<file path="config.mk">
export PLATFORM = sky130hd
export DESIGN_NAME = msk_skinny_dec_fsm_flat
export DESIGN_NICKNAME = d
export VERILOG_FILES = /design/src/rtl/msk_skinny_dec_fsm_pkg.sv /design/src/rtl/msk_skinny_dec_fsm_if.sv /design/src/rtl/msk_skinny_dec_fsm_rc_lfsr.sv /design/src/rtl/msk_skinny_dec_fsm.sv /design/src/flat_wrapper.sv
export SDC_FILE = /design/constraint.sdc
export NUM_CORES = 1
export LEC_CHECK = 0
export CAP_MARGIN = 20
export CORE_ASPECT_RATIO = 0.8
export CORE_MARGIN = 8
export CORE_UTILIZATION = 53
export DETAILED_ROUTE_END_ITERATION = 7
export PLACE_DENSITY = 0.92
export SLEW_MARGIN = 20
export SYNTH_ARGS = -nofsm -noshare
export SYNTH_HDL_FRONTEND = slang
export SYNTH_HIERARCHICAL = 1
export SYNTH_SLANG_ARGS = --single-unit
</file>
<file path="constraint.sdc">
create_clock -name clk -period 3.1 [get_ports clk]
set_clock_uncertainty 0.2 [all_clocks]
set_input_delay 0.62 -clock clk [delete_from_list [all_inputs] [get_ports clk]]
set_output_delay 0.62 -clock clk [all_outputs]
set_load 0.1 [all_outputs]
</file>
<file path="src/rtl/msk_skinny_dec_fsm_pkg.sv">
// msk_skinny_pkg: shared state type and round-constant
// helpers for the masked Skinny-128-256 controllers.
package msk_skinny_pkg;

  localparam int ROUNDS_DEFAULT = 40;
  localparam int SB_LAT_DEFAULT = 4;

  typedef enum logic [1:0] {
    S_IDLE,
    S_KEY_FWD,
    S_ROUND,
    S_DONE
  } dec_state_t;

  function automatic logic [5:0] rc_fwd(
    input logic [5:0] rc
  );
    return {rc[4:0], rc[5] ^ rc[4] ^ 1'b1};
  endfunction

  // Exact inverse of rc_fwd: recovers the bit
  // that was shifted out of rc[5].
  function automatic logic [5:0] rc_bwd(
    input logic [5:0] rc
  );
    return {rc[0] ^ rc[5] ^ 1'b1, rc[5:1]};
  endfunction

endpackage

</file>
<file path="src/rtl/msk_skinny_dec_fsm_if.sv">
// msk_skinny_dec_fsm_if: start/status and datapath
// strobe bundle between controller and datapath.
interface msk_skinny_dec_fsm_if
  import msk_skinny_pkg::*;
#(
  parameter int SB_LAT = SB_LAT_DEFAULT
);

  logic              start;
  logic              busy;
  logic              done;
  logic              ld;
  logic              tk_fwd_en;
  logic              tk_bwd_en;
  logic              lin_en;
  logic [SB_LAT-1:0] sb_en;
  logic              sb_wb;
  logic              rnd_req;
  logic [5:0]        rc;

  modport master (
    input  start,
    output busy, done, ld,
    output tk_fwd_en, tk_bwd_en,
    output lin_en, sb_en, sb_wb,
    output rnd_req, rc
  );

  modport slave (
    output start,
    input  busy, done, ld,
    input  tk_fwd_en, tk_bwd_en,
    input  lin_en, sb_en, sb_wb,
    input  rnd_req, rc
  );

endinterface

</file>
<file path="src/rtl/msk_skinny_dec_fsm_rc_lfsr.sv">
// skinny_rc_lfsr: 6-bit bidirectional round-constant
// LFSR, one forward or backward step per cycle.
module skinny_rc_lfsr
  import msk_skinny_pkg::*;
(
  input  logic       clk,
  input  logic       reset,
  input  logic       i_clr,
  input  logic       i_fwd,
  input  logic       i_bwd,
  output logic [5:0] o_rc
);

  logic [5:0] r_rc;

  // clear wins, then forward, then backward
  always_ff @(posedge clk) begin
    if (reset || i_clr) begin
      r_rc <= '0;
    end else if (i_fwd) begin
      r_rc <= rc_fwd(r_rc);
    end else if (i_bwd) begin
      r_rc <= rc_bwd(r_rc);
    end
  end

  assign o_rc = r_rc;

endmodule

</file>
<file path="src/rtl/msk_skinny_dec_fsm.sv">
// msk_skinny_dec_fsm: decryption sequencer driving the
// shared masked datapath (load, key ffwd, inverse rounds).
module msk_skinny_dec_fsm
  import msk_skinny_pkg::*;
#(
  parameter int ROUNDS = ROUNDS_DEFAULT,
  parameter int SB_LAT = SB_LAT_DEFAULT
) (
  input  logic                  clk,
  input  logic                  reset,
  msk_skinny_dec_fsm_if.master  bus
);

  localparam int RW = $clog2(ROUNDS + 1);
  localparam int CW = $clog2(SB_LAT + 2);
  localparam logic [RW-1:0] RND_LAST = RW'(ROUNDS - 1);
  localparam logic [CW-1:0] CYC_WB   = CW'(SB_LAT + 1);
  localparam logic [CW-1:0] CYC_SB_N = CW'(SB_LAT);

  dec_state_t r_state;
  dec_state_t w_state_nxt;

  logic [RW-1:0] r_round_cnt;
  logic [CW-1:0] r_cyc_cnt;

  logic w_last_rnd;
  logic w_cyc_lin;
  logic w_cyc_sb;
  logic w_cyc_wb;

  logic              w_busy;
  logic              w_done;
  logic              w_ld;
  logic              w_fwd;
  logic              w_bwd;
  logic              w_lin;
  logic [SB_LAT-1:0] w_sb;
  logic              w_wb;
  logic              w_rnd;
  logic [5:0]        w_rc;

  assign w_last_rnd = (r_round_cnt == RND_LAST);
  assign w_cyc_lin  = (r_cyc_cnt == '0);
  assign w_cyc_wb   = (r_cyc_cnt == CYC_WB);
  assign w_cyc_sb   = !w_cyc_lin
                   && (r_cyc_cnt <= CYC_SB_N);

  // state register
  always_ff @(posedge clk) begin
    if (reset) begin
      r_state <= S_IDLE;
    end else begin
      r_state <= w_state_nxt;
    end
  end

  // next-state decode
  always_comb begin
    w_state_nxt = r_state;
    unique case (r_state)
      S_IDLE: begin
        if (bus.start) w_state_nxt = S_KEY_FWD;
      end
      S_KEY_FWD: begin
        if (w_last_rnd) w_state_nxt = S_ROUND;
      end
      S_ROUND: begin
        if (w_cyc_wb && w_last_rnd)
          w_state_nxt = S_DONE;
      end
      S_DONE: begin
        w_state_nxt = S_IDLE;
      end
      default: begin
        w_state_nxt = S_IDLE;
      end
    endcase
  end

  // round and in-round cycle counters
  always_ff @(posedge clk) begin
    if (reset) begin
      r_round_cnt <= '0;
      r_cyc_cnt   <= '0;
    end else begin
      unique case (r_state)
        S_IDLE: begin
          if (bus.start) begin
            r_round_cnt <= '0;
            r_cyc_cnt   <= '0;
          end
        end
        S_KEY_FWD: begin
          r_round_cnt <= w_last_rnd ? '0
                       : r_round_cnt + RW'(1);
        end
        S_ROUND: begin
          if (w_cyc_wb) begin
            r_round_cnt <= r_round_cnt + RW'(1);
            r_cyc_cnt   <= '0;
          end else begin
            r_cyc_cnt <= r_cyc_cnt + CW'(1);
          end
        end
        default: begin
        end
      endcase
    end
  end

  // strobe decode; ld is the only start-driven output
  always_comb begin
    w_busy = 1'b0;
    w_done = 1'b0;
    w_ld   = 1'b0;
    w_fwd  = 1'b0;
    w_bwd  = 1'b0;
    w_lin  = 1'b0;
    w_sb   = '0;
    w_wb   = 1'b0;
    w_rnd  = 1'b0;
    unique case (r_state)
      S_IDLE: begin
        w_ld = bus.start & ~reset;
      end
      S_KEY_FWD: begin
        w_busy = 1'b1;
        w_fwd  = 1'b1;
      end
      S_ROUND: begin
        w_busy = 1'b1;
        w_lin  = w_cyc_lin;
        w_bwd  = w_cyc_lin;
        w_rnd  = w_cyc_sb;
        w_wb   = w_cyc_wb;
        if (w_cyc_sb)
          w_sb = SB_LAT'(1) << (r_cyc_cnt - CW'(1));
      end
      S_DONE: begin
        w_done = 1'b1;
      end
      default: begin
      end
    endcase
  end

  skinny_rc_lfsr u_rc (
    .clk   (clk),
    .reset (reset),
    .i_clr (w_ld),
    .i_fwd (w_fwd),
    .i_bwd (w_bwd),
    .o_rc  (w_rc)
  );

  assign bus.busy      = w_busy;
  assign bus.done      = w_done;
  assign bus.ld        = w_ld;
  assign bus.tk_fwd_en = w_fwd;
  assign bus.tk_bwd_en = w_bwd;
  assign bus.lin_en    = w_lin;
  assign bus.sb_en     = w_sb;
  assign bus.sb_wb     = w_wb;
  assign bus.rnd_req   = w_rnd;
  assign bus.rc        = w_rc;

endmodule

</file>
<file path="src/flat_wrapper.sv">
// flat-port wrapper written by rule: the top's interface ports become plain ports
module msk_skinny_dec_fsm_flat import msk_skinny_pkg::*;
#(
  parameter int ROUNDS = ROUNDS_DEFAULT,
  parameter int SB_LAT = SB_LAT_DEFAULT
)
  (clk, reset, bus_start, bus_busy, bus_done, bus_ld, bus_tk_fwd_en, bus_tk_bwd_en, bus_lin_en, bus_sb_en, bus_sb_wb, bus_rnd_req, bus_rc);
  msk_skinny_dec_fsm_if #(.SB_LAT(SB_LAT)) bus_i ();
  input  logic clk;
  input  logic reset;
  input wire logic [$bits(bus_i.start)-1:0] bus_start;
  output wire logic [$bits(bus_i.busy)-1:0] bus_busy;
  output wire logic [$bits(bus_i.done)-1:0] bus_done;
  output wire logic [$bits(bus_i.ld)-1:0] bus_ld;
  output wire logic [$bits(bus_i.tk_fwd_en)-1:0] bus_tk_fwd_en;
  output wire logic [$bits(bus_i.tk_bwd_en)-1:0] bus_tk_bwd_en;
  output wire logic [$bits(bus_i.lin_en)-1:0] bus_lin_en;
  output wire logic [$bits(bus_i.sb_en)-1:0] bus_sb_en;
  output wire logic [$bits(bus_i.sb_wb)-1:0] bus_sb_wb;
  output wire logic [$bits(bus_i.rnd_req)-1:0] bus_rnd_req;
  output wire logic [$bits(bus_i.rc)-1:0] bus_rc;
  assign bus_i.start = bus_start;
  assign bus_busy = bus_i.busy;
  assign bus_done = bus_i.done;
  assign bus_ld = bus_i.ld;
  assign bus_tk_fwd_en = bus_i.tk_fwd_en;
  assign bus_tk_bwd_en = bus_i.tk_bwd_en;
  assign bus_lin_en = bus_i.lin_en;
  assign bus_sb_en = bus_i.sb_en;
  assign bus_sb_wb = bus_i.sb_wb;
  assign bus_rnd_req = bus_i.rnd_req;
  assign bus_rc = bus_i.rc;
  msk_skinny_dec_fsm #(.ROUNDS(ROUNDS), .SB_LAT(SB_LAT)) u_core (.clk(clk), .reset(reset), .bus(bus_i));
endmodule
</file>
Yosys cells after proc, flatten, opt, wreduce, memory -nomap -nowiden

Cells that the tools add are included.

Word-level logic and storage cells: 59
Output and inout port bits: 18
Input port bits: 3
Register bits: 17

Shift-type cells: 1
$lt $le $gt $ge: 1
$add $sub $neg: 3
Reduce and logical (&&, ||, !) cells: 13
Bitwise logic cells: 6
Mux-type cells: 22
Equal/unequal tests: 9

Operators by type and width:

| operator                                                                 | count |
|---|---|
| 6-bit two-way mux                                                        | 5 |
| 6-bit case mux with 3 select lines                                       | 1 |
| 4-bit two-way mux                                                        | 2 |
| 2-bit case mux with 4 select lines                                       | 1 |
| 1-bit two-way mux                                                        | 7 |
| 6-bit by 1-bit adder with 6-bit output (second input constant)           | 1 |
| 6-bit equality test (second input constant)                              | 1 |
| 2-bit two-way mux                                                        | 3 |
| 3-bit two-way mux                                                        | 2 |
| 2-bit by 1-bit inequality test with 1-bit output (second input constant) | 3 |
| 3-bit case mux with 2 select lines                                       | 1 |
| 3-bit AND reduction                                                      | 2 |
| 2-bit equality test (second input constant)                              | 2 |
| 2-bit nonzero test                                                       | 2 |
| 1-bit by 3-bit << shifter with 4-bit output (first input constant)       | 1 |
| 3-bit by 1-bit adder with 3-bit output (second input constant)           | 1 |
| 3-bit equality test (second input constant)                              | 1 |
| 3-bit <= comparator (second input constant)                              | 1 |
| 3-bit logical NOT                                                        | 1 |
| 1-bit inverter                                                           | 3 |
| 3-bit nonzero test                                                       | 1 |
| 3-bit by 1-bit subtractor with 3-bit output (second input constant)      | 1 |
| 2-bit by 1-bit equality test with 1-bit output (second input constant)   | 1 |
| 1-bit logical AND                                                        | 2 |
| other kinds (8)                                                          | 9 |

Logic depth before layout (Yosys ltp)

Depth after elaboration: 5
Depth in mapped cells: 8
Mapped depth without buffers: 7

Modules after synthesis

The synthesis kept the hierarchy.

By module, submodules not included:

| module             | times used | area an instance (sq um) | cells an instance | sequential area each (sq um) |
|---|---|---|---|---|
| msk_skinny_dec_fsm | 1          | 735.7                    | 94                | 220.2 |
| skinny_rc_lfsr     | 1          | 282.8                    | 30                | 120.1 |

Worst setup path before layout

OpenSTA, ideal clock, no wires.

Path type: reg2out
Start: reg u_core.r_cyc_cnt[0]
End: out bus_sb_en[1]
Stages on the path, launching flop included: 6
Arrival: 3.293 ns
Setup slack: -1.013 ns
Required time: 2.280 ns
Path buffers: 1
Cells stage by stage: dfxtp_1 clkbuf_1 nor2_1 ha_1 nand2_1 nor3b_1

Longest elaborated chain between the ends: 5
Elaborated cells between the ends (all ways): 8
Those cells by class: add/sub (1); order compare (1); shift (1); mux (2); reduce/logical (3)

RTL lines:

| what                                                                                                | RTL line                  | text |
|---|---|---|
| start, declared                                                                                     | msk_skinny_dec_fsm.sv:24  | `logic [CW-1:0] r_cyc_cnt;` |
| start signal, assigned                                                                              | msk_skinny_dec_fsm.sv:102 | `r_cyc_cnt <= r_cyc_cnt + CW'(1);` |
| parallel branches: the longest is 3 deep, another holds 3-bit by 1-bit subtractor with 3-bit output | -                         |  |
| 4-bit two-way mux *                                                                                 | msk_skinny_dec_fsm.sv:136 | `if (w_cyc_sb)` |
| 4-bit two-way mux *                                                                                 | msk_skinny_dec_fsm.sv:122 | `unique case (r_state)` |
| end, declared                                                                                       | flat_wrapper.sv:18        | `output wire logic [$bits(bus_i.sb_en)-1:0] bus_sb_en;` |

Mark *: on every way between the ends.

Worst setup path in the final report

Start: reg u_core.r_state[0]
End: out bus_sb_en[2]

Longest elaborated chain between the ends: 2

RTL lines:

| what                   | RTL line                  | text |
|---|---|---|
| start, declared        | msk_skinny_dec_fsm.sv:20  | `dec_state_t r_state;` |
| start signal, assigned | msk_skinny_dec_fsm.sv:53  | `r_state <= w_state_nxt;` |
| 2-bit equality test    | msk_skinny_dec_fsm.sv:122 |  |
| 4-bit two-way mux      | msk_skinny_dec_fsm.sv:122 |  |

Every way passes these cells.

==> summary.txt <==
Clock network
  • CTS tree: done
  • Cts hold-fix bufs: 0
  • Clock buffer count from CTS: 3
  • Post-CTS resize count: 0
  • Max Root-Sink Buffers: 2
  • H-Tree Level Count: 1
  • CTS Sinks: 17
  • Worst-path clk slew: 0.10 ns
  • Clock Latency Late Sink: 0.29 ns
  • Setup bufs post-CTS: 0
  • Clock tree root driver cell: clkbuf_4

Placement
  • I/O Buffers: 20
  • Placed standard-cell area: 1290 µm²
  • GP Congestion: 0.8759
  • Hpwl dp: 2.064 mm

Cells and area
  • Nets@finish: 154
  • Commonest non-fill, non-tap cells in the layout: dfxtp_1, nor2_1, buf_4
  • Fillers: 135
  • # diodes: 0
  • Design area: 1316 µm²
  • Commonest non-fill, non-tap cell in the layout: dfxtp_1
  • Fraction of layout cells with a size suffix above 1: 0.1958
  • Area Overhead vs Synth: 29.24%

Floorplan
  • I/O pin count: 21
  • Core Area: 1839 µm²
  • Starting Density: 0.5537
  • Cell Rows: 14
  • Die ar.: 3589 µm²
  • Die Y: 55.21 µm
  • Die X-Extent: 65.01 µm

Global routing
  • Vias in the first global route: 977
  • GR peak layer: met2
  • Wire length of the first global-routing pass: 4.374 mm
  • Global Route met3 Usage: 0.06841
  • Initial antenna violation count: 0
  • GRT overflow: 0
  • Largest net degree at the start of global routing: 15
  • Met1 usage in global routing: 0.1477
  • Met2 GRT Util: 0.2663
  • Overall Global Routing Usage: 0.1494

Route
  • Detail Route Antenna Nets: 0
  • Detailed Route Iter0 Violations: 57
  • Post-Route WL: 2.710 mm
  • Vias after detailed routing: 983
  • Drt drc: 0
  • DR WL/cell: 16.23 µm
  • Pre-Repair DR Iteration Count: 4
  • Vias/cell: 5.886

STA
  • Hold Vio Cnt, Final: 0
  • Slew Limit Fails: 0
  • Slew headroom: 0.5887
  • Actual slew at the worst max-slew pin: 0.6013 ns
  • Tmin final: 2.841 ns
  • Tcrit/Tclk final: 0.9166
  • RSZ-0062 raised after global routing: no
  • Final setup vio count: 0
  • Fmax: 351.9 MHz

Min path
  • Hold Crit Start: u_core/r_round_cnt[5]
  • Hold Crit Class: reg2reg
  • WHS Endpoint: u_core/r_round_cnt[5]
  • Hold path depth: 2

Setup path
  • CP Cell Sequence: inv_1 -> ha_1 -> nand2_1 -> inv_1 -> and3_2 -> buf_12
  • Reg-to-reg critical path endpoint: u_core/r_round_cnt[5]
  • Setup CP Type: reg2out
  • Setup slack, reg-to-reg: 0.85 ns
  • CP top delay family: buffers and inverters
  • Worst R2R Path Depth: 6
  • CP bufs+invs: 3
  • Critical Path Slowest Stage Cell: ha_1
  • CP endpoint kind: output pin
  • Startpoint types: flip-flop
  • CP most frequent cell: inv_1
  • CP max FO: 14
  • R2R Path Start: u_core/r_state[0]
  • CP arrival: 2.02 ns
  • Worst endpoint required time: 2.28 ns
  • Max incr delay on CP: 0.44 ns
  • WP depth: 6

Logic synthesis
  • Syn_nets: 134
  • Syn_area_per_cell: 8.214 µm²
  • Post-Syn Instances: 124
  • Synth area leader: dfxtp_1
  • Ys Warns: 6
  • #FFs+latches synth: 17
  • Top post-synthesis cells by area: dfxtp_1, ha_1, mux2i_1
  • Synth top area share: 0.3342
  • Syn Std Cell Area: 1018 µm²
  • Sequential area share after synthesis: 0.3342
  • Number of synthesized flops with an enable pin: 0
  • Async set-or-reset flop fraction in the synthesized netlist: 0
  • Synth unique cells: 36
  • Primary FF master, synth: dfxtp_1

Run
  • Total of max-cap violations: 0

Status
  • Status: complete, no violations
## through the flow
| stage | setup TNS (ns) | hold WS (ns) | utilization | setup slack [ns] | cells |
|---|---|---|---|---|---|
| 3_5_place_dp | 0 | 0.2998 | 0.7014 | 0.5855 | 163 |
| 6_report | 0 | 0.3298 | 0.7156 | 0.2586 | 167 |
| 2_1_floorplan | -0.2349 | 0.2648 | - | -0.1091 | 124 |
| 4_1_cts | 0 | 0.3138 | 0.7156 | 0.2635 | 167 |
| 5_1_grt | 0 | 0.3569 | 0.7156 | 0.1112 | 167 |
| 3_3_place_gp | 0 | 0.2853 | 0.7014 | 0.6399 | 163 |
## cells in the mapped netlist (2+ instances only)
cell type	count
dfxtp_1	17
nor2_1	15
a21oi_1	10
o21ai_0	10
ha_1	7
nand2_1	7
inv_1	6
mux2i_1	6
nor3_1	5
xnor2_1	5
clkbuf_1	3
nand3_1	3
a2111oi_0	2
and2_1	2
nor2b_1	2
nor3b_1	2
o21bai_1	2
o31ai_1	2
## registers in the layout, indices dropped and copies added, names as in the netlist
name                flops
u_core/r_round_cnt      6
u_core/r_state          2
u_core/u_rc/o_rc        6
u_core/r_cyc_cnt        3
## worst min-delay path, stage by stage (launching register included)
cell,delay [ns]
dfxtp_1,0.35
o31ai_1,0.08
a21oi_1,0.06
## layer usage
metal,wire [µm],up-vias
li1,-,472
met1,1095,476
met2,1381,27
met3,173,8
met4,59,0
met5,0,-
## worst max path at each step
stage	startpoint	endpoint	slack, ns
final	u_core/r_state[0]	bus_sb_en[2]	0.26
after detailed placement	bus_start	u_core/r_round_cnt[5]	0.59
after floorplan	u_core/r_cyc_cnt[0]	bus_sb_en[2]	-0.11
after global placement	bus_start	u_core/r_round_cnt[5]	0.64
after global routing	u_core/r_state[0]	bus_sb_en[2]	0.11
after CTS	u_core/r_state[0]	bus_sb_en[2]	0.26
## layout make-up
| cell class | count | area, µm² | share of cell area |
|---|---|---|---|
| multi-input cells | 94 | 630.6 | 0.4791 |
| well taps | 24 | 30.03 | 0.02281 |
| inverters | 7 | 26.28 | 0.01996 |
| clock buffers | 4 | 26.28 | 0.01996 |
| repair buffers | 21 | 262.8 | 0.1996 |
| flip-flops and latches | 17 | 340.3 | 0.2586 |
## cells by family (layout without fill, tap and decap cells)
| group | after synthesis | after routing | synth area share |
|---|---|---|---|
| buffers and inverters | 13 | 32 | 0.06019 |
| AND/OR/NAND/NOR | 43 | 43 | 0.2187 |
| multiplexers | 6 | 6 | 0.05897 |
| AO/OA/AOI/OAI | 33 | 33 | 0.1990 |
| flip-flops | 17 | 17 | 0.3342 |
| adder cells (fa/ha/maj) | 7 | 7 | 0.08599 |
| XOR/XNOR | 5 | 5 | 0.04300 |
Power is left out: the tool's default activity adds up to more than one toggle a clock period on the data nets, which glitch-free logic cannot reach.
